## config.mk

```make
export PLATFORM = sky130hd
export DESIGN_NAME = ff_write_scheduler
export DESIGN_NICKNAME = d
export VERILOG_FILES = /design/src/rtl/ff_write_scheduler.sv
export SDC_FILE = /design/constraint.sdc
export NUM_CORES = 1
export LEC_CHECK = 0
export CORE_MARGIN = 3
export CORE_UTILIZATION = 40
export DETAILED_ROUTE_END_ITERATION = 10
export DONT_BUFFER_PORTS = 1
export HOLD_SLACK_MARGIN = 0.1
export PLACE_DENSITY = 0.54
export RECOVER_POWER = 50
export SLEW_MARGIN = 15
export SYNTH_ARGS = -nofsm -noshare
export SYNTH_HDL_FRONTEND = slang
export SYNTH_SLANG_ARGS = --single-unit
```

## constraint.sdc

```tcl
create_clock -name clk -period 5.7 [get_ports clk]
set_input_delay 0.285 -clock clk [delete_from_list [all_inputs] [get_ports clk]]
set_output_delay 0.285 -clock clk [all_outputs]
set_load 0.02 [all_outputs]
```

## src/rtl/ff_write_scheduler.sv

```systemverilog
// Round-robin write scheduler for a shared WIDTH-bit enable/set/reset flop bank.
// One requester is committed per grant; the grant is followed by a one-cycle ack.
module ff_write_scheduler #(
   parameter int N     = 4,
   parameter int WIDTH = 8
) (
   input  logic                 clk,
   input  logic                 rst,
   input  logic [N-1:0]         req,
   input  logic [2*N-1:0]       op,
   input  logic [N*WIDTH-1:0]   wdata,
   output logic [N-1:0]         gnt,
   output logic [N-1:0]         ack,
   output logic                 ff_en,
   output logic [WIDTH-1:0]     ff_d,
   output logic                 ff_set,
   output logic                 ff_rst,
   output logic                 busy
);

   localparam int PW = (N > 1) ? $clog2(N) : 1;
   localparam logic [N-1:0] ONE = {{(N-1){1'b0}}, 1'b1};
   localparam logic [1:0] OP_LOAD = 2'b00;
   localparam logic [1:0] OP_SET  = 2'b01;
   localparam logic [1:0] OP_CLR  = 2'b10;

   typedef enum logic [1:0] {IDLE, COMMIT, ACK} state_t;

   state_t                   state, state_n;
   logic [PW-1:0]            ptr, ptr_n, w, w_n, win, idx;
   logic [PW:0]              sum;
   logic                     found;
   logic [N-1:0]             cand;
   logic [N-1:0][1:0]        op_a;
   logic [N-1:0][WIDTH-1:0]  wd_a;
   logic [N-1:0]             gnt_n, ack_n;
   logic                     ff_en_n, ff_set_n, ff_rst_n;
   logic [WIDTH-1:0]         ff_d_n;

   assign op_a = op;
   assign wd_a = wdata;

   // In ACK the requester just served may still hold req while it sees its ack.
   always_comb begin
      cand = '0;
      if (state == IDLE)
         cand = req;
      else if (state == ACK)
         cand = req & ~(ONE << w);
   end

   always_comb begin
      found = 1'b0;
      win   = '0;
      sum   = '0;
      idx   = '0;
      for (int k = 0; k < N; k++) begin
         sum = {1'b0, ptr} + (PW+1)'(k);
         if (sum >= (PW+1)'(N))
            sum = sum - (PW+1)'(N);
         idx = sum[PW-1:0];
         if (!found && cand[idx]) begin
            found = 1'b1;
            win   = idx;
         end
      end
   end

   always_comb begin
      state_n  = state;
      ptr_n    = ptr;
      w_n      = w;
      gnt_n    = '0;
      ack_n    = '0;
      ff_en_n  = 1'b0;
      ff_set_n = 1'b0;
      ff_rst_n = 1'b0;
      ff_d_n   = '0;
      case (state)
         IDLE, ACK: begin
            if (found) begin
               state_n = COMMIT;
               w_n     = win;
               ptr_n   = (win == PW'(N-1)) ? '0 : win + PW'(1);
               gnt_n   = ONE << win;
               // Outputs are registered, so the command is captured here once.
               case (op_a[win])
                  OP_LOAD: begin
                     ff_en_n = 1'b1;
                     ff_d_n  = wd_a[win];
                  end
                  OP_SET: begin
                     ff_en_n  = 1'b1;
                     ff_set_n = 1'b1;
                  end
                  OP_CLR: begin
                     ff_en_n  = 1'b1;
                     ff_rst_n = 1'b1;
                  end
                  default: ;
               endcase
            end else begin
               state_n = IDLE;
            end
         end
         COMMIT: begin
            state_n = ACK;
            ack_n   = ONE << w;
         end
         default: state_n = IDLE;
      endcase
   end

   always_ff @(posedge clk or negedge rst) begin
      if (!rst) begin
         state  <= IDLE;
         ptr    <= '0;
         w      <= '0;
         gnt    <= '0;
         ack    <= '0;
         ff_en  <= 1'b0;
         ff_d   <= '0;
         ff_set <= 1'b0;
         ff_rst <= 1'b0;
         busy   <= 1'b0;
      end else begin
         state  <= state_n;
         ptr    <= ptr_n;
         w      <= w_n;
         gnt    <= gnt_n;
         ack    <= ack_n;
         ff_en  <= ff_en_n;
         ff_d   <= ff_d_n;
         ff_set <= ff_set_n;
         ff_rst <= ff_rst_n;
         busy   <= (state_n != IDLE);
      end
   end

endmodule

```

==> metrics.txt, run 1 <==
# TYPE chip_impl_metric gauge
chip_impl_info{name="outcome",value="complete, no violations"} 1
chip_impl_metric{name="detail-route-antenna-nets",unit=""} 0
chip_impl_metric{name="start_util",unit=""} 0.4361
chip_impl_metric{name="synth_async_sr_flop_share",unit=""} 1.000
chip_impl_metric{name="horizontal_die_dimension",unit="microns"} 67.73
chip_impl_metric{name="chipHeight",unit="microns"} 67.73
chip_impl_metric{name="drt-total-wl",unit="mm"} 3.127
chip_impl_metric{name="setup-tns-final",unit="ps"} 0
chip_impl_metric{name="cts.path.max_buffers",unit=""} 2
chip_impl_metric{name="slew_violations",unit=""} 0
chip_impl_info{name="unrepaired_setup_endpoints_after_global_routing",value="false"} 1
chip_impl_metric{name="drt-pass1-iter-count",unit=""} 4
chip_impl_metric{name="synth_edf_count",unit=""} 0
chip_impl_metric{name="post_synth_instance_area",unit="sq mm"} 0.001524
chip_impl_metric{name="slew_headroom",unit=""} 0.06318
chip_impl_metric{name="post-route-min-period",unit="ps"} 2592
chip_impl_metric{name="cts.sink_count",unit=""} 26
chip_impl_info{name="critPathKind",value="reg -> reg"} 1
chip_impl_metric{name="grt_pass1_vias",unit=""} 1059
chip_impl_metric{name="port_buffer_count",unit=""} 0
chip_impl_metric{name="cts_hold_buf",unit=""} 2
chip_impl_metric{name="clk_pin_slew_worst_paths",unit="ps"} 90
chip_impl_metric{name="globalplace.congestion",unit=""} 0.8325
chip_impl_metric{name="global_route.overflow_total",unit=""} 0
chip_impl_metric{name="max-vdd-ir-drop",unit="uV"} 267.7
chip_impl_metric{name="crit_path_max_fanout",unit=""} 26
chip_impl_metric{name="final_report_hold_violation_count",unit=""} 0
chip_impl_metric{name="syn_inst",unit=""} 149
chip_impl_info{name="clock_tree.root_cell",value="sky130_fd_sc_hd__clkbuf_8"} 1
chip_impl_metric{name="drtIter0Drc",unit=""} 19
chip_impl_metric{name="post_dp_area",unit="sq mm"} 0.001525
chip_impl_metric{name="synth-seq-cells",unit=""} 26
chip_impl_metric{name="number_of_antenna_violations_at_the_first_check_in_global_routing",unit=""} 0
chip_impl_metric{name="cts-buffers-inserted",unit=""} 3
chip_impl_metric{name="max_cap_violations",unit=""} 0
chip_impl_metric{name="place_inst",unit=""} 189
chip_impl_metric{name="p_leak",unit="nW"} 0.8144
chip_impl_metric{name="layout-area-overhead-vs-synth",unit="%"} 5.665
chip_impl_metric{name="layout-drive-gt1-share",unit=""} 0.1275
chip_impl_metric{name="worstPathArrival",unit="ps"} 2750
chip_impl_metric{name="max_freq",unit="GHz"} 0.3858
chip_impl_metric{name="power_density_cells",unit="mW/mm^2"} 638.4
chip_impl_metric{name="timing.final.setup_violations",unit=""} 0
chip_impl_metric{name="finalInstanceArea",unit="sq mm"} 0.001610
chip_impl_metric{name="avgViaCountPerCell",unit=""} 5.451
chip_impl_metric{name="finalNonFillerCells",unit=""} 195
chip_impl_info{name="mostFrequentLayoutCell",value="sky130_fd_sc_hd__nand2_1"} 1
chip_impl_metric{name="first_pass_grt_wire_length",unit="mm"} 5.043
chip_impl_info{name="tritoncts",value="yes"} 1
chip_impl_metric{name="antenna_cells",unit=""} 0
chip_impl_metric{name="finalClockSkew",unit="ps"} 5.880
chip_impl_info{name="synth_top_cells_by_area",value="sky130_fd_sc_hd__dfrtp_1 43%, sky130_fd_sc_hd__mux2i_1 9.2%, sky130_fd_sc_hd__nand2_1 6.9%"} 1
chip_impl_metric{name="seq_area_frac_synth",unit=""} 0.4269
chip_impl_metric{name="placeableCoreArea",unit="sq mm"} 0.003495
chip_impl_metric{name="drt_drc_violations_left",unit=""} 0
chip_impl_info{name="endpoint_kind",value="register"} 1
chip_impl_metric{name="critical_path_required",unit="ps"} 5860
chip_impl_metric{name="cts.repair.resized",unit=""} 0
chip_impl_info{name="most-common-layout-cells",value="28 x sky130_fd_sc_hd__nand2_1, 26 x sky130_fd_sc_hd__dfrtp_1, 14 x sky130_fd_sc_hd__mux2i_1, 10 x sky130_fd_sc_hd__and3_1, 6 x sky130_fd_sc_hd__nor2b_1"} 1
chip_impl_metric{name="avgSynthCellArea",unit="sq um"} 10.23
chip_impl_info{name="cp-start-kind",value="register"} 1
chip_impl_metric{name="pin_count",unit=""} 66
chip_impl_metric{name="rows",unit=""} 21
chip_impl_metric{name="drt-wirelength-per-cell",unit="microns"} 16.04
chip_impl_info{name="synth_top_area_cell",value="sky130_fd_sc_hd__dfrtp_1"} 1
chip_impl_metric{name="synthesis.yosys.warnings",unit=""} 0
chip_impl_metric{name="final_nets",unit=""} 200
chip_impl_metric{name="synthDominantCellAreaShare",unit=""} 0.4269
chip_impl_metric{name="cts_post_setup_buffers_inserted",unit=""} 0
chip_impl_info{name="synth_top_flop_cell",value="sky130_fd_sc_hd__dfrtp_1"} 1
chip_impl_metric{name="syn_nets",unit=""} 199
chip_impl_metric{name="post-route-period-util",unit=""} 0.4547
chip_impl_metric{name="route.vias.total",unit=""} 1063
chip_impl_metric{name="htree_levels",unit=""} 1
chip_impl_info{name="hold_path_class",value="in -> reg"} 1
chip_impl_metric{name="pin_count_of_the_biggest_net_entering_global_routing",unit=""} 27
chip_impl_metric{name="worst-slew-pin-transition",unit="ps"} 1405
chip_impl_metric{name="synth_cell_types",unit=""} 46
chip_impl_metric{name="gr_util_all_layers",unit=""} 0.1476
chip_impl_metric{name="die-area",unit="sq mm"} 0.004587
chip_impl_metric{name="hpwlAfterDp",unit="mm"} 2.377
chip_impl_metric{name="worst_skew_pair.late_latency",unit="ps"} 270
==> worst max-delay path: stages (launching register included) <==
cell,delay [ps]
sky130_fd_sc_hd__dfrtp_1,490
sky130_fd_sc_hd__and3b_1,230
sky130_fd_sc_hd__or3b_1,370
sky130_fd_sc_hd__o2111ai_1,270
sky130_fd_sc_hd__and2_1,170
sky130_fd_sc_hd__buf_4,350
sky130_fd_sc_hd__inv_2,90
sky130_fd_sc_hd__ha_1,270
sky130_fd_sc_hd__mux2_2,250
==> routing by layer <==
metal	global-route usage	vias up	share of wire
met1	0.1727	497	0.40
met4	0.04810	0	0.0067
met3	0.04825	2	0.084
met2	0.2527	46	0.51
li1	-	518	-
met5	0	-	0
==> synth_stat cells (2+ instances only) <==
library cell	n
sky130_fd_sc_hd__ha_1	4
sky130_fd_sc_hd__dfrtp_1	26
sky130_fd_sc_hd__o2111ai_1	2
sky130_fd_sc_hd__nand2b_1	3
sky130_fd_sc_hd__nand3_1	2
sky130_fd_sc_hd__buf_2	2
sky130_fd_sc_hd__nor2_1	5
sky130_fd_sc_hd__nor2b_1	6
sky130_fd_sc_hd__and3_1	10
sky130_fd_sc_hd__nor3b_1	3
sky130_fd_sc_hd__nand2_1	28
sky130_fd_sc_hd__and3b_1	3
sky130_fd_sc_hd__mux2i_1	14
sky130_fd_sc_hd__a21oi_1	2
sky130_fd_sc_hd__inv_2	2
sky130_fd_sc_hd__nand3b_1	2
sky130_fd_sc_hd__inv_1	4
sky130_fd_sc_hd__buf_6	3
==> cell families (layout without fill, tap and decap cells) <==
kind of cell / Yosys count / after routing / synth area share
AND/OR/NAND/NOR: 70 / 70 / 0.2545
flip-flops: 26 / 26 / 0.4269
AO/OA/AOI/OAI: 20 / 20 / 0.1248
multiplexers: 15 / 15 / 0.09934
buffers and inverters: 14 / 14 / 0.06157
adder cells (fa/ha/maj): 4 / 4 / 0.03284
==> cell type report <==
class                           count  area [sq um]
Clock buffer                        3         41.29
Clock inverter                      1         30.03
Fill cell                         326          1884
Inverter                            6         22.52
Multi-Input combinational cell    109         779.5
Sequential cell                    26         650.6
Tap cell                           46         57.56
Timing Repair Buffer                4         28.78
==> power by group <==
part | switching [W] | leakage (nW) | internal (W)
sequential | 0.000115 | 0.337 | 0.000256
combinational | 0.000282 | 0.442 | 0.000224
clock | 0.0000577 | 0.0357 | 0.0000939
==> through the flow <==
stage	utilization	hold WS (ps)	total power (W)	worst slack, ps
2_1_floorplan	-	-10.59	0.0008268	3342
3_3_place_gp	0.4364	-9.848	0.0008674	3207
3_5_place_dp	0.4364	-9.824	0.0008827	3115
4_1_cts	0.4654	252.1	0.001043	3094
5_1_grt	0.4608	261.3	0.001115	2940
6_report	0.4608	254.2	0.001028	3108
==> sequential cells by signal (all words and copies together) (netlist names) <==
| name | flops |
|---|---|
| ff_d | 8 |
| gnt | 4 |
| ff_rst | 1 |
| ptr | 2 |
| busy | 1 |
| ack | 4 |
| ff_en | 1 |
| w | 2 |
| state | 2 |
| ff_set | 1 |
==> path summary, 6_finish.rpt <==
kind                       endpoint  startpoint  cells past startpoint  slack [ps]
setup / recovery             ptr[1]        w[0]                      8        3110
hold / removal               ff_set       op[5]                      3         250
setup reg to reg             ptr[1]        w[0]                      8        3110
hold reg to reg              ack[1]        w[1]                      1         590
max in group asynchronous    ff_set         rst                      2        4010
min in group asynchronous  state[1]         rst                      2         870
Power figures use the tool's default switching activity.
==> run 2: changes to the inputs <==
ABC_AREA = 1   (was unset)
clock period = 2.41 ns   (was 5.7 ns; I/O delays follow)
==> run 2 against run 1 <==
Effect of this change:
- area after synthesis grew 24%
- fmax grew 19%
- setup slack lost 2900 ps
- non-clock buffer count grew 5
- first-iteration DRC count grew to 2.6 times the previous value
- routed wire length grew 30%
- sequential share of layout area shrank 8.3 points
- critical path depth grew 6
- flip-flop and latch count is the same
- clock-buffer cell count is the same
==> metrics.txt, run 2 <==
# TYPE chip_impl_metric gauge
chip_impl_metric{name="largest_register_ff_count",unit=""} 8
chip_impl_metric{name="chipHeight",unit="microns"} 74.84
chip_impl_metric{name="fillers",unit=""} 459
chip_impl_metric{name="pin_count",unit=""} 66
chip_impl_metric{name="layout-area-overhead-vs-synth",unit="%"} 7.327
chip_impl_info{name="clock_tree.root_cell",value="sky130_fd_sc_hd__clkbuf_8"} 1
chip_impl_metric{name="ff2ff_path_depth",unit=""} 14
chip_impl_metric{name="antenna_cells",unit=""} 0
chip_impl_metric{name="layout-drive-gt1-share",unit=""} 0.1801
chip_impl_metric{name="synth-seq-cells",unit=""} 26
chip_impl_metric{name="first_pass_grt_wire_length",unit="mm"} 6.679
chip_impl_metric{name="drt_drc_violations_left",unit=""} 0
chip_impl_info{name="crit_family",value="simple AND/OR/NAND/NOR gates"} 1
chip_impl_metric{name="critical_path_required",unit="ps"} 2600
chip_impl_info{name="endpoint_kind",value="register"} 1
chip_impl_metric{name="syn_inst",unit=""} 269
chip_impl_info{name="largest-register",value="ff_d"} 1
chip_impl_info{name="crit_slowest_cell",value="sky130_fd_sc_hd__dfrtp_2"} 1
chip_impl_info{name="mostFrequentLayoutCell",value="sky130_fd_sc_hd__nand2_1"} 1
chip_impl_metric{name="crit_buf_inv",unit=""} 2
chip_impl_metric{name="slew_headroom",unit=""} 0.1011
chip_impl_metric{name="start_util",unit=""} 0.4237
chip_impl_metric{name="post-route-period-util",unit=""} 0.9052
chip_impl_metric{name="post-route-min-period",unit="ps"} 2182
chip_impl_metric{name="synth_async_sr_flop_share",unit=""} 1.000
chip_impl_metric{name="synthesis.yosys.warnings",unit=""} 0
chip_impl_metric{name="htree_levels",unit=""} 1
chip_impl_metric{name="crit_path_max_fanout",unit=""} 13
chip_impl_metric{name="synth_edf_count",unit=""} 0
chip_impl_metric{name="detail-route-antenna-nets",unit=""} 0
chip_impl_metric{name="placeableCoreArea",unit="sq mm"} 0.004474
chip_impl_metric{name="avgSynthCellArea",unit="sq um"} 7.047
chip_impl_metric{name="critical_path_cell_count",unit=""} 14
chip_impl_metric{name="horizontal_die_dimension",unit="microns"} 74.84
chip_impl_info{name="setup.worst_path.start",value="w[0]"} 1
chip_impl_metric{name="gr_util_all_layers",unit=""} 0.1516
chip_impl_info{name="most-common-layout-cells",value="61 x sky130_fd_sc_hd__nand2_1, 51 x sky130_fd_sc_hd__inv_1, 48 x sky130_fd_sc_hd__nand3_1, 24 x sky130_fd_sc_hd__dfrtp_1, 22 x sky130_fd_sc_hd__nor2_1"} 1
chip_impl_metric{name="worst-slew-pin-transition",unit="ps"} 1348
chip_impl_metric{name="drt-pass1-iter-count",unit=""} 4
chip_impl_metric{name="cts.path.max_buffers",unit=""} 2
chip_impl_metric{name="seq_area_frac_synth",unit=""} 0.3432
chip_impl_metric{name="cp_slowest_stage_delay",unit="ps"} 470
chip_impl_metric{name="max_cap_violations",unit=""} 0
chip_impl_metric{name="finalClockSkew",unit="ps"} 4.198
chip_impl_metric{name="rows",unit=""} 24
chip_impl_info{name="largest_regs",value="ff_d (8), ack (4), gnt (4)"} 1
chip_impl_info{name="timing.rr.start",value="w[0]"} 1
chip_impl_info{name="critPathKind",value="reg -> reg"} 1
chip_impl_metric{name="port_buffer_count",unit=""} 0
chip_impl_metric{name="timing.final.setup_violations",unit=""} 0
chip_impl_metric{name="r2r_slack",unit="ps"} 230
chip_impl_info{name="hold_path_class",value="in -> reg"} 1
chip_impl_info{name="synth.most_common_cell",value="sky130_fd_sc_hd__nand2_1"} 1
chip_impl_info{name="synth_top_cells_by_area",value="sky130_fd_sc_hd__dfrtp_1 34%, sky130_fd_sc_hd__nand3_1 13%, sky130_fd_sc_hd__nand2_1 12%"} 1
chip_impl_info{name="synth_top_area_cell",value="sky130_fd_sc_hd__dfrtp_1"} 1
chip_impl_info{name="crit_path_cell_trace",value="inv_2, nand3_2, nand3_1, nand3_2, nand2_4, nand2_2, nand2_2, nor2_4, nand2_4, buf_4, nand3_1, nand3_2, nand3_4, nor2_1"} 1
chip_impl_metric{name="cts.sink_count",unit=""} 26
chip_impl_metric{name="die-area",unit="sq mm"} 0.005601
chip_impl_metric{name="worstPathArrival",unit="ps"} 2370
chip_impl_metric{name="synth_cell_types",unit=""} 21
chip_impl_metric{name="setup-tns-final",unit="ps"} 0
chip_impl_metric{name="hpwlAfterDp",unit="mm"} 3.226
chip_impl_metric{name="route.vias.total",unit=""} 1567
chip_impl_metric{name="syn_nets",unit=""} 319
chip_impl_metric{name="worst_skew_pair.late_latency",unit="ps"} 260
chip_impl_info{name="crit-reg2reg-capture",value="ff_d[7]"} 1
chip_impl_metric{name="drt-total-wl",unit="mm"} 4.064
chip_impl_metric{name="grt_pass1_vias",unit=""} 1448
chip_impl_metric{name="globalplace.congestion",unit=""} 0.8633
chip_impl_metric{name="drt-wirelength-per-cell",unit="microns"} 12.54
chip_impl_info{name="outcome",value="complete, no violations"} 1
chip_impl_metric{name="final_report_hold_violation_count",unit=""} 0
chip_impl_metric{name="avgViaCountPerCell",unit=""} 4.836
chip_impl_metric{name="post_synth_instance_area",unit="sq mm"} 0.001896
chip_impl_metric{name="global_route.overflow_total",unit=""} 0
chip_impl_info{name="unrepaired_setup_endpoints_after_global_routing",value="false"} 1
chip_impl_info{name="tritoncts",value="yes"} 1
chip_impl_metric{name="drtIter0Drc",unit=""} 50
chip_impl_metric{name="final_nets",unit=""} 323
chip_impl_info{name="critical_path.endpoint",value="ff_d[7]"} 1
chip_impl_info{name="synthTopCellsByCount",value="61 x sky130_fd_sc_hd__nand2_1, 53 x sky130_fd_sc_hd__inv_1, 48 x sky130_fd_sc_hd__nand3_1"} 1
chip_impl_metric{name="pin_count_of_the_biggest_net_entering_global_routing",unit=""} 27
chip_impl_info{name="synth_top_flop_cell",value="sky130_fd_sc_hd__dfrtp_1"} 1
chip_impl_metric{name="synthDominantCellAreaShare",unit=""} 0.3432
chip_impl_info{name="critical_path.most_common_cell",value="sky130_fd_sc_hd__nand3_2"} 1
chip_impl_info{name="cp-start-kind",value="register"} 1
chip_impl_metric{name="slew_violations",unit=""} 0
chip_impl_metric{name="clk_pin_slew_worst_paths",unit="ps"} 90
chip_impl_metric{name="max_freq",unit="GHz"} 0.4584
chip_impl_metric{name="cts-buffers-inserted",unit=""} 3
chip_impl_metric{name="number_of_antenna_violations_at_the_first_check_in_global_routing",unit=""} 0
run 2: changes by cell type in the layout (fill, tap and decap cells not counted), moves of 8 or more:
cell,delta
sky130_fd_sc_hd__nand3_1,+46
sky130_fd_sc_hd__nor2_1,+17
sky130_fd_sc_hd__mux2i_1,-14
sky130_fd_sc_hd__and3_1,-10
sky130_fd_sc_hd__nand3_2,+8
sky130_fd_sc_hd__inv_1,+47
sky130_fd_sc_hd__nand2_1,+33
run 2: timing repair:
item                       CTS  global route
buffers inserted             0             1
hold buffers                 2             0
resized for setup            0             8
setup endpoints to repair    0            15
hold endpoints to repair    26             0
run 2: cells by family (layout without fill, tap and decap cells):
logic type / Yosys count / in the layout / share of synthesized area
fa+ha+maj: 4 / 4 / 0.02640
flops: 26 / 26 / 0.3432
simple gates: 166 / 166 / 0.4561
compound gates: 4 / 4 / 0.01056
buf+inv: 69 / 72 / 0.1637
run 2: cell type report:
class | instances | area, sq um | area share
clock inverter | 1 | 30.03 | 0.01476
clock buffer | 3 | 41.29 | 0.02030
inverter | 59 | 225.2 | 0.1107
tap | 52 | 65.06 | 0.03198
timing repair buffer | 9 | 70.07 | 0.03444
sequential | 26 | 653.1 | 0.3210
multi-input combinational | 174 | 949.7 | 0.4668
run 2: worst min-delay path, stage by stage:
cell and delay, ps:
sky130_fd_sc_hd__inv_1 40, sky130_fd_sc_hd__nand2_1 50, sky130_fd_sc_hd__nand3_1 60, sky130_fd_sc_hd__nand2_1 50, sky130_fd_sc_hd__nand2_1 50, sky130_fd_sc_hd__nor2_1 40
run 2: stage by stage:
| stage | worst slack [ps] | util | cell area, sq um | std cells | hold WS, ps |
|---|---|---|---|---|---|
| detailed placement | 163.7 | 0.4284 | 1917 | 317 | -174.6 |
| global route | 10.45 | 0.4547 | 2034 | 324 | 195.0 |
| finish | 228.4 | 0.4547 | 2034 | 324 | 173.7 |
| floorplan | 396.0 | - | 1896 | 269 | -175.1 |
| global placement | 221.7 | 0.4284 | 1917 | 317 | -174.6 |
| CTS | 133.8 | 0.4511 | 2018 | 323 | 163.7 |
run 2: worst min-delay path by stage:
stage	startpoint	cells past startpoint	slack, ps	endpoint
after floorplan	rst	0	-180	ack[0]
after global placement	rst	0	-170	ack[1]
after detailed placement	rst	0	-170	ack[1]
after CTS	wdata[12]	6	160	ff_d[4]
after global routing	wdata[12]	6	200	ff_d[4]
final	wdata[12]	6	170	ff_d[4]
run 2: per-layer routing:
layer	vias up	track usage	wire length, microns
li1	820	-	-
met4	0	0.04150	25
met2	57	0.2147	1717
met5	-	0	0
met1	688	0.2348	2109
met3	2	0.02403	212
Power of run 2 is left out: the tool's default activity adds up to more than one toggle a clock period on the data nets, which glitch-free logic cannot reach.
==> run 3: changes to the inputs <==
CELL_PAD_IN_SITES_DETAIL_PLACEMENT = 2   (was unset)
CELL_PAD_IN_SITES_GLOBAL_PLACEMENT = 2   (was unset)
CORE_UTILIZATION = 33   (was 40)
PLACE_DENSITY = 0.78   (was 0.54)
==> run 3 against run 2 <==
Effect of this change:
- routed wire length increased by 47%
- clock skew about the same
- core utilization down 5.6 points
- largest cell class unchanged
- flip-flop and latch count did not move
- via count rose by 11%
- setup slack got worse by 36 ps
- die area increased by 19%
==> metrics.txt, run 3 (same netlist as run 2, synthesis figures left out) <==
# TYPE chip_impl_metric gauge
chip_impl_metric{name="critical_path_required",unit="ps"} 2570
chip_impl_metric{name="wl_met2",unit="mm"} 3.014
chip_impl_metric{name="slew_headroom",unit=""} 0.09242
chip_impl_metric{name="crit_path_max_fanout",unit=""} 12
chip_impl_metric{name="timing.final.setup_violations",unit=""} 0
chip_impl_metric{name="multi_input_comb_area",unit="sq um"} 996.0
chip_impl_metric{name="antenna_cells",unit=""} 0
chip_impl_metric{name="worst_skew_pair.late_latency",unit="ps"} 270
chip_impl_metric{name="horizontal_die_dimension",unit="microns"} 81.79
chip_impl_metric{name="final_nets",unit=""} 329
chip_impl_metric{name="hold_depth",unit=""} 6
chip_impl_metric{name="post-route-period-util",unit=""} 0.9203
chip_impl_metric{name="largest_register_ff_count",unit=""} 8
chip_impl_metric{name="chipHeight",unit="microns"} 81.79
chip_impl_metric{name="htree_levels",unit=""} 1
chip_impl_metric{name="drt-wirelength-per-cell",unit="microns"} 17.18
chip_impl_info{name="mostFrequentLayoutCell",value="sky130_fd_sc_hd__nand2_1"} 1
chip_impl_metric{name="fillers",unit=""} 652
chip_impl_info{name="critPathKind",value="reg -> reg"} 1
chip_impl_metric{name="rows",unit=""} 26
chip_impl_metric{name="die-area",unit="sq mm"} 0.006690
chip_impl_metric{name="max_cap_violations",unit=""} 0
chip_impl_metric{name="pin_count",unit=""} 66
chip_impl_metric{name="drtIter0Drc",unit=""} 53
chip_impl_metric{name="number_of_antenna_violations_at_the_first_check_in_global_routing",unit=""} 0
chip_impl_metric{name="layout-area-overhead-vs-synth",unit="%"} 12.28
chip_impl_info{name="largest_regs",value="ff_d (8), ack (4), gnt (4)"} 1
chip_impl_info{name="cp-start-kind",value="register"} 1
chip_impl_metric{name="cts.sink_count",unit=""} 26
chip_impl_metric{name="final.setup.worst_slack",unit="ps"} 192.1
chip_impl_metric{name="avgViaCountPerCell",unit=""} 4.980
chip_impl_metric{name="cts-buffers-inserted",unit=""} 3
chip_impl_metric{name="worstPathArrival",unit="ps"} 2380
chip_impl_metric{name="finalClockSkew",unit="ps"} 4.249
chip_impl_metric{name="placeableCoreArea",unit="sq mm"} 0.005335
chip_impl_metric{name="final-seq-area",unit="sq um"} 654.4
chip_impl_metric{name="grt_pass1_vias",unit=""} 1713
chip_impl_info{name="outcome",value="complete, no violations"} 1
chip_impl_metric{name="detail-route-antenna-nets",unit=""} 0
chip_impl_info{name="endpoint_kind",value="register"} 1
chip_impl_info{name="topRoutingLayerUsed",value="met4"} 1
chip_impl_metric{name="route.vias.total",unit=""} 1733
chip_impl_info{name="most-common-layout-cells",value="61 x sky130_fd_sc_hd__nand2_1, 52 x sky130_fd_sc_hd__inv_1, 47 x sky130_fd_sc_hd__nand3_1, 23 x sky130_fd_sc_hd__dfrtp_1, 16 x sky130_fd_sc_hd__nor2_1"} 1
chip_impl_metric{name="port_buffer_count",unit=""} 0
chip_impl_metric{name="global_route.overflow_total",unit=""} 0
chip_impl_info{name="clock_tree.root_cell",value="sky130_fd_sc_hd__clkbuf_8"} 1
chip_impl_metric{name="drt_drc_violations_left",unit=""} 0
chip_impl_metric{name="first_pass_grt_wire_length",unit="mm"} 8.707
chip_impl_metric{name="hpwlAfterDp",unit="mm"} 4.419
chip_impl_metric{name="max_freq",unit="GHz"} 0.4509
chip_impl_metric{name="drt-total-wl",unit="mm"} 5.978
chip_impl_metric{name="finalNonFillerCells",unit=""} 348
chip_impl_metric{name="post-route-min-period",unit="ps"} 2218
chip_impl_metric{name="final_report_hold_violation_count",unit=""} 0
chip_impl_info{name="hold_path_class",value="in -> reg"} 1
chip_impl_metric{name="cts.path.max_buffers",unit=""} 2
chip_impl_metric{name="dp_slack",unit="ps"} 26.86
chip_impl_metric{name="layout-drive-gt1-share",unit=""} 0.2230
chip_impl_metric{name="worst-slew-pin-transition",unit="ps"} 1361
chip_impl_metric{name="drt-met1-wl",unit="mm"} 2.753
chip_impl_metric{name="clk_pin_slew_worst_paths",unit="ps"} 90
chip_impl_info{name="largest-register",value="ff_d"} 1
chip_impl_metric{name="place_inst",unit=""} 335
chip_impl_metric{name="pin_count_of_the_biggest_net_entering_global_routing",unit=""} 27
chip_impl_metric{name="ff2ff_path_depth",unit=""} 16
chip_impl_metric{name="slew_violations",unit=""} 0
chip_impl_metric{name="start_util",unit=""} 0.3553
chip_impl_info{name="tritoncts",value="yes"} 1
chip_impl_metric{name="globalplace.congestion",unit=""} 0.7764
chip_impl_metric{name="gr_util_all_layers",unit=""} 0.1674
chip_impl_metric{name="drt-pass1-iter-count",unit=""} 4
chip_impl_metric{name="wl_met3",unit="microns"} 162
run 3: cell types whose count changed in the layout (fill, tap and decap cells not counted), sizes merged:
cell      previous run  this run
clkinvlp             1         0
inv                 58        59
buf                  7        11
clkbuf               4         5
nand2               73        75
bufinv               1         0
run 3: per-stage QoR:
step / instance area (sq um) / utilization / hold slack (ps) / TNS, ps
final: 2128 / 0.3989 / 175.9 / 0
after CTS: 2024 / 0.3795 / 166.1 / 0
after floorplan: 1896 / - / -175.1 / 0
after detailed placement: 1939 / 0.3635 / -174.5 / 0
after global routing: 2128 / 0.3989 / 198.4 / -40.38
after global placement: 1939 / 0.3635 / -174.3 / 0
run 3: final cells by class:
cell class	instances	share of cell area
multi-input combinational	176	0.4680
sequential	26	0.3075
inverter	59	0.1052
timing repair buffer	13	0.05232
tap	70	0.04115
clock buffer	4	0.02587
run 3: critical path: stages (launching register included):
cell                      delay (ps)
sky130_fd_sc_hd__dfrtp_2         470
sky130_fd_sc_hd__nor2_1          140
sky130_fd_sc_hd__nand2_1         120
sky130_fd_sc_hd__nand2_1          80
sky130_fd_sc_hd__nand2_1          80
sky130_fd_sc_hd__nand2_2         110
sky130_fd_sc_hd__inv_1            50
sky130_fd_sc_hd__nand2_1          90
sky130_fd_sc_hd__nand2_2         100
sky130_fd_sc_hd__nor2_4          110
sky130_fd_sc_hd__nand2_4         120
sky130_fd_sc_hd__nand2_8         150
sky130_fd_sc_hd__nand2_1         100
sky130_fd_sc_hd__nand3_2         140
sky130_fd_sc_hd__nand2_2         120
sky130_fd_sc_hd__nand2_1          90
sky130_fd_sc_hd__nand2_1          50
run 3: worst paths after layout:
check / start / end / slack [ps]
max: w[0] / ff_en / 190
min in group asynchronous: rst / state[1] / 680
min: wdata[31] / ff_d[7] / 180
max in group asynchronous: rst / ptr[0] / 830
min reg2reg: w[1] / ack[1] / 540
max reg2reg: w[0] / ff_en / 190
run 3: what timing repair did:
item,4_1_cts,5_1_grt
endpoints found under the hold margin,26,0
buffers inserted,0,5
hold buffers,2,0
gates resized for setup,0,20
setup endpoints to repair,0,16
run 3: layer usage:
| layer | global-route usage | vias up |
|---|---|---|
| met5 | 0 | - |
| li1 | - | 834 |
| met2 | 0.2819 | 45 |
| met4 | 0.03488 | 0 |
| met1 | 0.2327 | 850 |
| met3 | 0.01425 | 4 |
Power of run 3 is left out for the same reason.
